## src/rtl/adder_arbiter_if.sv

```systemverilog
// rtl/adder_arbiter_if.sv - request/response bundle between the two ALU issue paths and the shared adder
interface adder_arbiter_if #(parameter int W = 32);
  logic         req0_valid;
  logic         req0_ready;
  logic [W-1:0] req0_a;
  logic [W-1:0] req0_b;
  logic         req0_s;
  logic         req1_valid;
  logic         req1_ready;
  logic [W-1:0] req1_a;
  logic [W-1:0] req1_b;
  logic         req1_s;
  logic         rsp_valid;
  logic         rsp_ready;
  logic         rsp_id;
  logic [W-1:0] rsp_sum;
  logic [3:0]   rsp_flags;
  logic [3:0]   flags;
  logic         grant_last;

  modport master (
    output req0_valid, req0_a, req0_b, req0_s,
    output req1_valid, req1_a, req1_b, req1_s,
    output rsp_ready,
    input  req0_ready, req1_ready,
    input  rsp_valid, rsp_id, rsp_sum, rsp_flags, flags, grant_last
  );

  modport slave (
    input  req0_valid, req0_a, req0_b, req0_s,
    input  req1_valid, req1_a, req1_b, req1_s,
    input  rsp_ready,
    output req0_ready, req1_ready,
    output rsp_valid, rsp_id, rsp_sum, rsp_flags, flags, grant_last
  );
endinterface

```

## src/rtl/adder_arbiter.sv

```systemverilog
// rtl/adder_arbiter.sv - round-robin sharing of one 32-bit adder with a registered, id-tagged response
module adder_arbiter #(
  parameter int W = 32
) (
  input logic           clk,
  input logic           rst_n,
  adder_arbiter_if.slave bus
);

  typedef enum logic {EMPTY = 1'b0, FULL = 1'b1} state_t;

  state_t       state;
  state_t       next_state;
  logic         can_accept;
  logic         winner;
  logic         accept;
  logic [W-1:0] op_a;
  logic [W-1:0] op_b;
  logic         op_s;
  logic [W:0]   sum33;
  logic         flag_n;
  logic         flag_z;
  logic         flag_c;
  logic         flag_v;
  logic         rsp_id_q;
  logic [W-1:0] rsp_sum_q;
  logic [3:0]   rsp_flags_q;
  logic [3:0]   flags_q;
  logic         grant_last_q;

  always_ff @(posedge clk or negedge rst_n) begin
    if (!rst_n) begin
      state <= EMPTY;
    end else begin
      state <= next_state;
    end
  end

  // Grant depends only on valids, rsp_ready and state, never on operands.
  always_comb begin
    next_state      = state;
    can_accept      = (state == EMPTY) || bus.rsp_ready;
    winner          = 1'b0;
    accept          = 1'b0;
    bus.req0_ready  = 1'b0;
    bus.req1_ready  = 1'b0;
    if (bus.req0_valid && bus.req1_valid) begin
      winner = ~grant_last_q;
    end else begin
      winner = bus.req1_valid;
    end
    accept         = can_accept && (bus.req0_valid || bus.req1_valid);
    bus.req0_ready = accept && !winner;
    bus.req1_ready = accept && winner;
    case (state)
      EMPTY:   if (accept) next_state = FULL;
      FULL:    if (bus.rsp_ready && !accept) next_state = EMPTY;
      default: next_state = EMPTY;
    endcase
  end

  // N is the sign of the infinite-precision sum, so it flips when V is set.
  always_comb begin
    op_a   = winner ? bus.req1_a : bus.req0_a;
    op_b   = winner ? bus.req1_b : bus.req0_b;
    op_s   = winner ? bus.req1_s : bus.req0_s;
    sum33  = {1'b0, op_a} + {1'b0, op_b};
    flag_v = (op_a[W-1] == op_b[W-1]) && (sum33[W-1] != op_a[W-1]);
    flag_n = flag_v ? op_a[W-1] : sum33[W-1];
    flag_z = (sum33 == '0);
    flag_c = sum33[W];
  end

  always_ff @(posedge clk or negedge rst_n) begin
    if (!rst_n) begin
      rsp_id_q     <= 1'b0;
      rsp_sum_q    <= '0;
      rsp_flags_q  <= 4'b0000;
      flags_q      <= 4'b0000;
      grant_last_q <= 1'b1;
    end else if (accept) begin
      rsp_id_q     <= winner;
      rsp_sum_q    <= sum33[W-1:0];
      rsp_flags_q  <= {flag_n, flag_z, flag_c, flag_v};
      grant_last_q <= winner;
      if (op_s) begin
        flags_q <= {flag_n, flag_z, flag_c, flag_v};
      end
    end
  end

  assign bus.rsp_valid  = (state == FULL);
  assign bus.rsp_id     = rsp_id_q;
  assign bus.rsp_sum    = rsp_sum_q;
  assign bus.rsp_flags  = rsp_flags_q;
  assign bus.flags      = flags_q;
  assign bus.grant_last = grant_last_q;

endmodule

```

## src/flat_wrapper.sv

```systemverilog
// flat-port wrapper written by rule: the top's interface ports become plain ports
module adder_arbiter_flat 
#(
  parameter int W = 32
)
  (clk, rst_n, bus_req0_valid, bus_req0_a, bus_req0_b, bus_req0_s, bus_req1_valid, bus_req1_a, bus_req1_b, bus_req1_s, bus_rsp_ready, bus_req0_ready, bus_req1_ready, bus_rsp_valid, bus_rsp_id, bus_rsp_sum, bus_rsp_flags, bus_flags, bus_grant_last);
  adder_arbiter_if #(.W(W)) bus_i ();
  input logic clk;
  input logic rst_n;
  input wire logic [$bits(bus_i.req0_valid)-1:0] bus_req0_valid;
  input wire logic [$bits(bus_i.req0_a)-1:0] bus_req0_a;
  input wire logic [$bits(bus_i.req0_b)-1:0] bus_req0_b;
  input wire logic [$bits(bus_i.req0_s)-1:0] bus_req0_s;
  input wire logic [$bits(bus_i.req1_valid)-1:0] bus_req1_valid;
  input wire logic [$bits(bus_i.req1_a)-1:0] bus_req1_a;
  input wire logic [$bits(bus_i.req1_b)-1:0] bus_req1_b;
  input wire logic [$bits(bus_i.req1_s)-1:0] bus_req1_s;
  input wire logic [$bits(bus_i.rsp_ready)-1:0] bus_rsp_ready;
  output wire logic [$bits(bus_i.req0_ready)-1:0] bus_req0_ready;
  output wire logic [$bits(bus_i.req1_ready)-1:0] bus_req1_ready;
  output wire logic [$bits(bus_i.rsp_valid)-1:0] bus_rsp_valid;
  output wire logic [$bits(bus_i.rsp_id)-1:0] bus_rsp_id;
  output wire logic [$bits(bus_i.rsp_sum)-1:0] bus_rsp_sum;
  output wire logic [$bits(bus_i.rsp_flags)-1:0] bus_rsp_flags;
  output wire logic [$bits(bus_i.flags)-1:0] bus_flags;
  output wire logic [$bits(bus_i.grant_last)-1:0] bus_grant_last;
  assign bus_i.req0_valid = bus_req0_valid;
  assign bus_i.req0_a = bus_req0_a;
  assign bus_i.req0_b = bus_req0_b;
  assign bus_i.req0_s = bus_req0_s;
  assign bus_i.req1_valid = bus_req1_valid;
  assign bus_i.req1_a = bus_req1_a;
  assign bus_i.req1_b = bus_req1_b;
  assign bus_i.req1_s = bus_req1_s;
  assign bus_i.rsp_ready = bus_rsp_ready;
  assign bus_req0_ready = bus_i.req0_ready;
  assign bus_req1_ready = bus_i.req1_ready;
  assign bus_rsp_valid = bus_i.rsp_valid;
  assign bus_rsp_id = bus_i.rsp_id;
  assign bus_rsp_sum = bus_i.rsp_sum;
  assign bus_rsp_flags = bus_i.rsp_flags;
  assign bus_flags = bus_i.flags;
  assign bus_grant_last = bus_i.grant_last;
  adder_arbiter #(.W(W)) u_core (.clk(clk), .rst_n(rst_n), .bus(bus_i));
endmodule
```

## config.mk

```make
export PLATFORM = sky130hd
export DESIGN_NAME = adder_arbiter_flat
export DESIGN_NICKNAME = d
export VERILOG_FILES = /design/src/rtl/adder_arbiter_if.sv /design/src/rtl/adder_arbiter.sv /design/src/flat_wrapper.sv
export SDC_FILE = /design/constraint.sdc
export NUM_CORES = 1
export LEC_CHECK = 0
export CAP_MARGIN = 20
export CELL_PAD_IN_SITES_DETAIL_PLACEMENT = 0
export CELL_PAD_IN_SITES_GLOBAL_PLACEMENT = 1
export CORE_ASPECT_RATIO = 1.75
export CORE_UTILIZATION = 35
export CTS_BUF_LIST = sky130_fd_sc_hd__clkbuf_16
export CTS_CLUSTER_DIAMETER = 100
export DETAILED_ROUTE_END_ITERATION = 16
export GPL_ROUTABILITY_DRIVEN = 0
export GPL_TIMING_DRIVEN = 0
export PLACE_DENSITY_LB_ADDON = 0.15
export SLEW_MARGIN = 10
export SYNTH_ARGS = -nofsm -noshare
export SYNTH_HDL_FRONTEND = slang
export SYNTH_SLANG_ARGS = --single-unit
```

## constraint.sdc

```tcl
create_clock -name clk -period 10.8 [get_ports clk]
set_input_delay 1.08 -clock clk [delete_from_list [all_inputs] [get_ports clk]]
set_output_delay 1.08 -clock clk [all_outputs]
set_load 0.05 [all_outputs]
```

==> flow_results.org <==
** Yosys
- Yosys mapped the design onto 69 distinct sky130hd cell types.
- For this run, the leading register cell type out of synthesis is sky130_fd_sc_hd__dfrtp_1.
- Synthesis handed over a netlist of 536 instances.
- The synthesized design contains 43 register bits.
- Largest cells by area after synthesis :: sky130_fd_sc_hd__dfrtp_1 23%, sky130_fd_sc_hd__mux2_2 19%, sky130_fd_sc_hd__ha_1 8.7%
- Warnings, synthesis :: 0
- Syn Std Cell Area :: 4600 sq um
- When the netlist entered floorplanning its net count stood at 704.
- Dividing the synthesized area by the synthesized cell count gives 8.57 sq um.
- Synth async-reset ratio :: 100%
- The synthesized design spends more area on one cell type than any other, namely sky130_fd_sc_hd__dfrtp_1.
- In this run the biggest area consumer among cell types represents 22.9% of the synthesized area.
- The synthesized design contains 0 enable-type register cells.
- For this run, the register share of the synthesized area comes to 23.4%.

** Pwr
- The share of total power dissipated in sequential elements is 21.8%.
- PwrDens :: 165 nW/um^2
- Proportion of power drawn by combinational gates :: 65.2%
- Leakage power :: 2.70 nW
- Final Total Pwr :: 1.12 mW
- Net switching power figure :: 0.538 mW
- Clock group share of total power :: 13.0%
- In this run switching power makes up 48.2% of total power.
- Worst VDD drop :: 166 uV
- Internal power of the cells :: 0.577 mW

** Detailed routing
- The first detailed-routing pass ran for 6 iterations.
- Post-detailed-route DRC marker count :: 0
- The detailed router finished its first iteration with 179 violations.
- Total detailed-routing wirelength :: 15.2 mm
- Number of nets still failing antenna checks after routing :: 0
- WL/cell :: 17.0 microns
- The detailed router placed 4906 vias in this run.
- In the routed layout, each cell is associated on average with a via count of 5.48.

** Critical path
- STA classifies the critical path startpoint as an input port.
- For the worst setup path, the data arrival time is 6790 ps.
- Along the worst path, the maximum fanout reaches 10.
- The critical path in this run is classified as in -> reg.
- Worst Path Required :: 11010 ps
- The worst setup path is captured at a flip-flop.
- The setup check on the worst reg-to-reg path leaves a slack of 5150 ps.

** Clock network
- Post-cts gate resize count :: 0
- Clock Sink Count :: 43
- In this run the number of H-tree levels came out at 2.
- Clock slew at reported path FFs :: 60 ps
- Hold Buf Count CTS :: 0
- TritonCTS built the clock tree.
- The clock reaches the later pin of the worst-skew pair after 280 ps.
- Clock tree synthesis inserted a total of 5 buffers.
- CTS max path bufs :: 2
- CTS placed an instance of sky130_fd_sc_hd__clkbuf_16 at the clock tree root.
- Number of buffers inserted to repair setup after CTS :: 0

** Timing
- Max-slew violations :: 0
- Setup violations remaining at the end of the flow were counted as 0.
- For the final database, setup skew stands at 7.95 ps.
- Setup TNS after final layout :: 0 ps
- At the pin with the least slew margin, the transition time is 786 ps.
- The final-report hold violation count is 0.
- Fraction of the cycle the final worst path needs :: 60.9%
- Setup repair after global routing left no endpoint under its margin.
- In this run the tightest slew margin relative to its limit is 47.6%.
- Timing would allow up to 152 MHz.
- Final min period :: 6580 ps

** Global routing
- Number of antenna violations at the first check in global routing :: 0
- The first global-routing pass estimated 23.3 mm of wire.
- Overall overflow remaining after global route :: 0
- Entering global routing, the biggest net connects 26 pins.
- For this run, the total global-route usage over all layers was measured as 22.1%.
- The number of global-route vias before repair is 4958.

** Finish
- Share of layout cells above drive strength 1 :: 14.6%
- Most common cell after layout, fill and taps aside :: sky130_fd_sc_hd__clkdlybuf4s50_1
- Final core utilization :: 52.6%
- After routing the design area is 6770 sq um.
- N_diodes :: 0
- Area growth from synthesis to layout :: 47.2%
- NumNets Final :: 891
- Commonest cells after routing, fill and taps aside :: 178 x sky130_fd_sc_hd__clkdlybuf4s50_1, 76 x sky130_fd_sc_hd__mux2_2, 61 x sky130_fd_sc_hd__nand2_1, 42 x sky130_fd_sc_hd__o21ai_0, 42 x sky130_fd_sc_hd__dfrtp_1

** Flow run
- Max Cap Violations :: 0

** Floorplan
- The floorplan step defined a core boundary enclosing 12900 sq um.
- Die Wd :: 88.6 microns
- I/O pin count :: 180
- From bottom edge to top edge, the die measures 154 microns.
- The die covers 13600 sq um.
- Initial core utilization :: 35.7%
- Std-Cell Rows :: 55

** Worst hold path
- Class of the most critical hold timing path :: reg -> reg

** Placed design
- Placed cell areas :: 6620 sq um
- Once detailed placement completed, the half-perimeter wirelength came to 13.0 mm.
- Buffers added on ports :: 179

** Status
- The flow ran to the end, and the final reports show no timing, DRC or antenna violations.
-- through the flow --
step / setup WS, ps / instances / hold slack (ps)
floorplan: 5820 / 536 / 625
global placement: 3910 / 886 / 464
detailed placement: 3850 / 887 / 475
CTS: 4120 / 895 / 488
global route: 3700 / 895 / 501
finish: 4220 / 895 / 481
-- cell type report --
cell class	instances	area, sq um
Buffer	30	118
Clock buffer	5	125
Clock inverter	3	16.3
Fill cell	1254	6100
Inverter	10	37.5
Multi-Input combinational cell	453	3360
Sequential cell	43	1080
Tap cell	171	214
Timing Repair Buffer	180	1810
-- synthesized netlist by cell type (4+ instances only) --
library cell	n
sky130_fd_sc_hd__clkbuf_1	25
sky130_fd_sc_hd__nand2b_1	4
sky130_fd_sc_hd__o21ai_0	42
sky130_fd_sc_hd__buf_2	4
sky130_fd_sc_hd__nand2_1	61
sky130_fd_sc_hd__nor3_1	11
sky130_fd_sc_hd__a211oi_1	7
sky130_fd_sc_hd__nor2_1	24
sky130_fd_sc_hd__mux2_2	76
sky130_fd_sc_hd__ha_1	32
sky130_fd_sc_hd__inv_1	10
sky130_fd_sc_hd__a31oi_1	6
sky130_fd_sc_hd__nand3_1	13
sky130_fd_sc_hd__o2111ai_1	5
sky130_fd_sc_hd__a21oi_1	35
sky130_fd_sc_hd__dfrtp_1	42
sky130_fd_sc_hd__a21o_1	14
sky130_fd_sc_hd__or3_1	4
sky130_fd_sc_hd__o31ai_1	9
sky130_fd_sc_hd__a21boi_0	5
sky130_fd_sc_hd__nand4_1	13
sky130_fd_sc_hd__xnor2_1	11
sky130_fd_sc_hd__and2_1	6
sky130_fd_sc_hd__o211ai_1	4
sky130_fd_sc_hd__o21a_1	4
-- final timing paths --
path / end / cells past startpoint / startpoint
min in group asynchronous: u_core.bus.rsp_id / 1 / rst_n
max in group asynchronous: u_core.bus.rsp_sum[20] / 2 / rst_n
setup reg to reg: u_core.bus.flags[2] / 15 / u_core.bus.grant_last
setup / recovery: u_core.bus.flags[2] / 16 / bus_req1_valid
hold reg to reg: u_core.bus.rsp_sum[27] / 2 / u_core.bus.rsp_sum[27]
hold / removal: u_core.bus.rsp_sum[27] / 2 / u_core.bus.rsp_sum[27]
-- critical path, cell delays in order --
cell	delay (ps)
sky130_fd_sc_hd__clkdlybuf4s50_1	490
sky130_fd_sc_hd__a21boi_0	300
sky130_fd_sc_hd__clkbuf_1	640
sky130_fd_sc_hd__clkbuf_1	650
sky130_fd_sc_hd__mux2_2	410
sky130_fd_sc_hd__ha_1	260
sky130_fd_sc_hd__fa_1	420
sky130_fd_sc_hd__a21o_1	230
sky130_fd_sc_hd__a221oi_1	560
sky130_fd_sc_hd__o21bai_1	260
sky130_fd_sc_hd__a2111o_1	450
sky130_fd_sc_hd__nand4_1	130
sky130_fd_sc_hd__o2111ai_1	140
sky130_fd_sc_hd__nor4_1	330
sky130_fd_sc_hd__nand4_1	240
sky130_fd_sc_hd__o21ai_1	190
-- sequential cells by signal, indices dropped and copies added (netlist names) --
register	cells
u_core.bus.grant_last	1
u_core.bus.rsp_flags	4
u_core.bus.rsp_sum	32
u_core.bus.rsp_id	1
u_core.bus.flags	4
u_core.bus.rsp_valid	1
-- kinds of logic after synthesis --
group	synth area share, %
flip-flops	23.4
XOR/XNOR	2.48
adder cells (fa/ha/maj)	9.15
AO/OA/AOI/OAI	24.8
AND/OR/NAND/NOR	17.5
multiplexers	19.3
buffers and inverters	3.38
-- power groups by stage --
| stage | Combinational [mW] | Clock (mW) | Sequential (mW) |
|---|---|---|---|
| after floorplan | 0.296 | 0 | 0.420 |
| after global placement | 0.720 | 0 | 0.244 |
| after detailed placement | 0.729 | 0 | 0.245 |
| after CTS | 0.731 | 0.147 | 0.243 |
| after global routing | 0.776 | 0.154 | 0.248 |
| final | 0.727 | 0.145 | 0.243 |
-- routing by layer --
layer | up-vias | global-route usage [%] | routed length (microns)
met5 | - | 0 | 0
met4 | 0 | 9.52 | 611
met3 | 35 | 1.99 | 474
met2 | 135 | 44.7 | 8850
met1 | 2331 | 21.5 | 5320
li1 | 2405 | - | -
(Power assumes the default switching activity.)
==> RTL change 1, RTL diff (same settings) <==
`W` is set to 32 in 3 places; all go to 48.
--- a/src/rtl/adder_arbiter_if.sv
+++ b/src/rtl/adder_arbiter_if.sv
@@ -1,5 +1,5 @@
 // rtl/adder_arbiter_if.sv - request/response bundle between the two ALU issue paths and the shared adder
-interface adder_arbiter_if #(parameter int W = 32);
+interface adder_arbiter_if #(parameter int W = 48);
   logic         req0_valid;
   logic         req0_ready;
   logic [W-1:0] req0_a;
--- a/src/rtl/adder_arbiter.sv
+++ b/src/rtl/adder_arbiter.sv
@@ -1,6 +1,6 @@
 // rtl/adder_arbiter.sv - round-robin sharing of one 32-bit adder with a registered, id-tagged response
 module adder_arbiter #(
-  parameter int W = 32
+  parameter int W = 48
 ) (
   input logic           clk,
   input logic           rst_n,
--- a/src/flat_wrapper.sv
+++ b/src/flat_wrapper.sv
@@ -1,7 +1,7 @@
 // flat-port wrapper written by rule: the top's interface ports become plain ports
 module adder_arbiter_flat 
 #(
-  parameter int W = 32
+  parameter int W = 48
 )
   (clk, rst_n, bus_req0_valid, bus_req0_a, bus_req0_b, bus_req0_s, bus_req1_valid, bus_req1_a, bus_req1_b, bus_req1_s, bus_rsp_ready, bus_req0_ready, bus_req1_ready, bus_rsp_valid, bus_rsp_id, bus_rsp_sum, bus_rsp_flags, bus_flags, bus_grant_last);
   adder_arbiter_if #(.W(W)) bus_i ();
Interface: changed (5 resized); port bits go from 180 to 260. No check against the original RTL was run, so the function may have changed too.
==> RTL change 1 against the original RTL <==
- sequential share of layout area decreased by 0.93 points
- combinational power increased by 58%
- die area increased by 45%
- area after synthesis increased by 46%
- sequential cell count increased by 16
- worst hold slack got worse by 0.0079 ns
- setup slack got worse by 0.87 ns
- routed wire length increased by 58%
- total power increased by 56%
- final area increased by 46%
- largest cell class unchanged
==> RTL change 1: results (changes against the original RTL) <==
* Status: finished, final reports clean
* Post-DP HPWL at 20.43 mm (+58%)
* Syn_nets at 1,048 (+49%)
* CTS buffer count at 9 (+4)
* Largest register FFs at 48 (+50%)
* CP max stage delay at 0.82 ns (+0.17 ns)
* Pre-Repair DR Iteration Count at 5 (-1)
* Initial drt markers at 272 (+52%)
* Max Root-Sink Buffers at 2 (unchanged)
* Max-slew headroom at 32.96% (-15 points)
* Post-synth top cells: mux2_2, nand2_1, a21oi_1, dfrtp_1, o21ai_0
* Switching power at 0.8574 mW (+59%)
* Pleak at 3.946 nW (+46%)
* GRT Overall Usage at 24.30% (+2.2 points)
* H-Tree Depth at 3 (+1)
* Vias in the first global route at 7,314 (+48%)
* Fraction of registers with async set/reset at 100.0% (unchanged)
* Met1 Use GR at 23.68% (+2.2 points)
* Post-synthesis cell type count at 74 (+7.2%)
* First-pass GRT wire length at 37.16 mm (+60%)
* Drt total wl at 24.13 mm (+58%)
* GR Util met3 at 2.463% (+0.48 points)
* Critical path arrival at 7.71 ns (+0.92 ns)
* Avg Inst Size Synth at 8.383 um^2 (-2.2%)
* Final Skew at 0.008437 ns (+0.0004910 ns)
* Delay-heaviest family, CP: compound AO/OA/AOI/OAI gates
* Worst IR Drop VDD at 0.0001673 V (+1.0%)
* Synth Warn # at 0 (unchanged)
* Clock transition at path regs at 0.05 ns
* # resized after CTS at 0 (unchanged)
* # diodes at 0 (unchanged)
* Setup Fix Bufs, Post-CTS at 0 (unchanged)
* CTS root buf: clkbuf_16
* NumNets Final at 1,319 (+48%)
* Top FF cell, synth: dfrtp_1
* Largest net degree at the start of global routing at 60 (+130%)
* Top post-synthesis cells by area: dfrtp_1, mux2_2, ha_1, nand2_1, a21oi_1
* PortBufs at 259 (+45%)
* Clk Latency, worst-skew pair at 0.32 ns (+0.04 ns)
* Avg WL per Cell at 18.36 um (+7.8%)
* HP Class: reg -> reg
* Placement Setup Slack at 2.888 ns (-0.9617 ns)
* Area after DPL at 0.009602 mm^2 (+45%)
* Worst Path Max Fanout at 10 (unchanged)
* Seq/Total Area, Yosys at 22.03% (-1.4 points)
* Via density at 5.508 (+0.48%)
* Slowest CP cell: clkbuf_1
* Antenna violations before repair at 0 (unchanged)
* GR met2 Demand/Resource at 49.16% (+4.5 points)
* Layout cells sized above 1 at 13.48% (-1.2 points)
RTL change 1: worst paths after layout:
kind,start,endpoint,slack (ns),depth (start not counted)
hold reg to reg,u_core.bus.rsp_id$_DFFE_PN0P_,u_core.bus.rsp_id$_DFFE_PN0P_,0.47,1
min in group asynchronous,rst_n,u_core.bus.rsp_valid$_DFF_PN0_,0.84,1
setup / recovery,bus_req1_valid,u_core.bus.flags[2]$_DFFE_PN0P_,3.34,16
max in group asynchronous,rst_n,u_core.bus.rsp_sum[23]$_DFFE_PN0P_,9.43,1
setup reg to reg,u_core.bus.grant_last$_DFFE_PN1P_,u_core.bus.flags[2]$_DFFE_PN0P_,4.28,15
hold / removal,u_core.bus.rsp_id$_DFFE_PN0P_,u_core.bus.rsp_id$_DFFE_PN0P_,0.47,1
RTL change 1: layer usage:
layer  share of wire [%]  wire length [um]
met1                  35              8436
met2                  56             13540
met3                 4.0               960
met4                 4.9              1192
met5                   0                 0
RTL change 1: final cells by class:
class,count,area (um^2)
buffer,40,151.4
fill,1901,8808
clock inverter,7,27.53
sequential,59,1478
clock buffer,9,225.2
multi-input combinational,691,5040
inverter,10,37.54
tap,238,297.8
timing repair buffer,260,2597
RTL change 1: kinds of logic after synthesis:
logic type / share of synthesized area [%]
flops: 22.03
simple gates: 17.46
fa+ha+maj: 9.254
xor+xnor: 5.093
compound gates: 22.74
buf+inv: 2.817
mux: 20.60
RTL change 1: power by group through the flow:
stage                     Combinational [mW]  Sequential, mW  Clock, mW
after global routing                    1.23           0.360      0.256
after CTS                               1.15           0.350      0.245
after floorplan                        0.461           0.626          0
after global placement                  1.15           0.353          0
final                                   1.15           0.352      0.243
after detailed placement                1.15           0.353          0
==> RTL change 2, RTL diff (same settings) <==
Without the edit above. Make the reset (`rst_n`) synchronous in 2 clocked blocks.
--- a/src/rtl/adder_arbiter.sv
+++ b/src/rtl/adder_arbiter.sv
@@ -28,7 +28,7 @@
   logic [3:0]   flags_q;
   logic         grant_last_q;
 
-  always_ff @(posedge clk or negedge rst_n) begin
+  always_ff @(posedge clk) begin
     if (!rst_n) begin
       state <= EMPTY;
     end else begin
@@ -71,7 +71,7 @@
     flag_c = sum33[W];
   end
 
-  always_ff @(posedge clk or negedge rst_n) begin
+  always_ff @(posedge clk) begin
     if (!rst_n) begin
       rsp_id_q     <= 1'b0;
       rsp_sum_q    <= '0;
Behaviour: differs if rst_n is asserted again (counterexample within 4 cycles, from zero or initial values and one cycle with rst_n low); with rst_n held inactive, the same outputs for 10 cycles.
==> RTL change 2 against the original RTL <==
- routed wire length shrank 9.5%
- core utilization grew 1.2 points
- sequential share of layout area shrank 2.6 points
- via count shrank 7.5%
- final area shrank 4.1%
- setup slack lost 0.031 ns
- die area shrank 5.6%
- area after synthesis shrank 5.7%
- clock skew is essentially flat
- total power shrank 22%
- sequential cell count is the same
- synthesized cell count shrank 3.4%
- critical endpoint is now u_core.bus.rsp_flags[2]$_SDFFE_PN0P_
==> RTL change 2: results (changes against the original RTL) <==
* Status: finished, final reports clean
* GR Util met3 at 1.826% (-0.16 points)
* Placement Setup Slack at 3.848 ns (-0.001220 ns)
* Reg2Reg Depth at 16 (+1)
* Crit Reg-Reg Endpoint: u_core.bus.rsp_flags[2]$_SDFFE_PN0P_
* Avg Inst Size Synth at 8.365 um^2 (-2.4%)
* Max-slew headroom at 40.62% (-6.9 points)
* P_comb at 0.506 mW (-30%)
* Seq/Total Area, Yosys at 19.87% (-3.6 points)
* Top FF cell, synth: dfxtp_1
* Final Skew at 0.007553 ns (-0.0003929 ns)
* NumNets Final at 871 (-2.2%)
* Hold wc startpoint: u_core.bus.rsp_flags[0]$_SDFFE_PN0P_
* Largest net degree at the start of global routing at 14 (-46%)
* CP max stage delay at 0.74 ns (+0.09 ns)
* Layout cells sized above 1 at 14.77% (+0.13 points)
* GRT Overall Usage at 20.86% (-1.3 points)
* Critical Path End: u_core.bus.rsp_flags[2]$_SDFFE_PN0P_
* Syn_nets at 686 (-2.6%)
* Sequential Power at 0.197 mW (-19%)
* Post-DP HPWL at 11.67 mm (-9.9%)
* Post-synth top cells: nand2_1, mux2_2, dfxtp_1, ha_1, a21oi_1
* Vias at 4,538 (-7.5%)
* Pre-Repair DR Iteration Count at 4 (-2)
* Final hold slack at 0.4610 ns (-0.01976 ns)
* Int Pwr at 0.5061 mW (-12%)
* Area after DPL at 0.006321 mm^2 (-4.6%)
* First-pass GRT wire length at 21.29 mm (-8.6%)
* Initial drt markers at 162 (-9.5%)
* Placed cells at 861 (-2.9%)
* Fmax at 151.2 MHz (-0.48%)
* Sw frac at 41.93% (-6.3 points)
* P&R area growth vs syn at 49.67%
* Met1 Use GR at 21.88% (+0.39 points)
* Pleak at 2.505 nW (-7.2%)
* Via density at 5.222 (-4.7%)
* Crit Reg-Reg Startpoint: u_core.bus.grant_last$_SDFFE_PN1P_
[RTL change 2: cell types whose count changed in the layout (fill, tap and decap cells not counted), sizes merged, moves of 9 or more]
| cell | delta |
|---|---|
| a21boi | +16 |
| dfrtp | -42 |
| dfxtp | +43 |
| mux2 | -12 |
| nand2 | +11 |
| o21ai | -13 |
| xor2 | +9 |
[RTL change 2: metal layers]
metal  vias up  wire, um
met5         -         0
met4         0       231
met3        14       392
met2       114      7913
met1      2124      5259
li1       2286         -
[RTL change 2: cell families after synthesis]
kind of cell	synth area share, %
muxes	17.33
AOI/OAI and AO/OA	25.56
buffers and inverters	3.436
and+or+nand+nor	19.06
DFF	19.87
adders and majority gates	9.702
xor gates and xnor gates	5.053
[RTL change 2: layout make-up]
class,count,share of cell area [%]
Clock inverter,3,0.5981
Timing Repair Buffer,178,27.47
Buffer,28,1.949
Tap cell,165,3.183
Sequential cell,43,13.27
Clock buffer,5,1.929
Multi-Input combinational cell,441,51.24
Inverter,6,0.3473
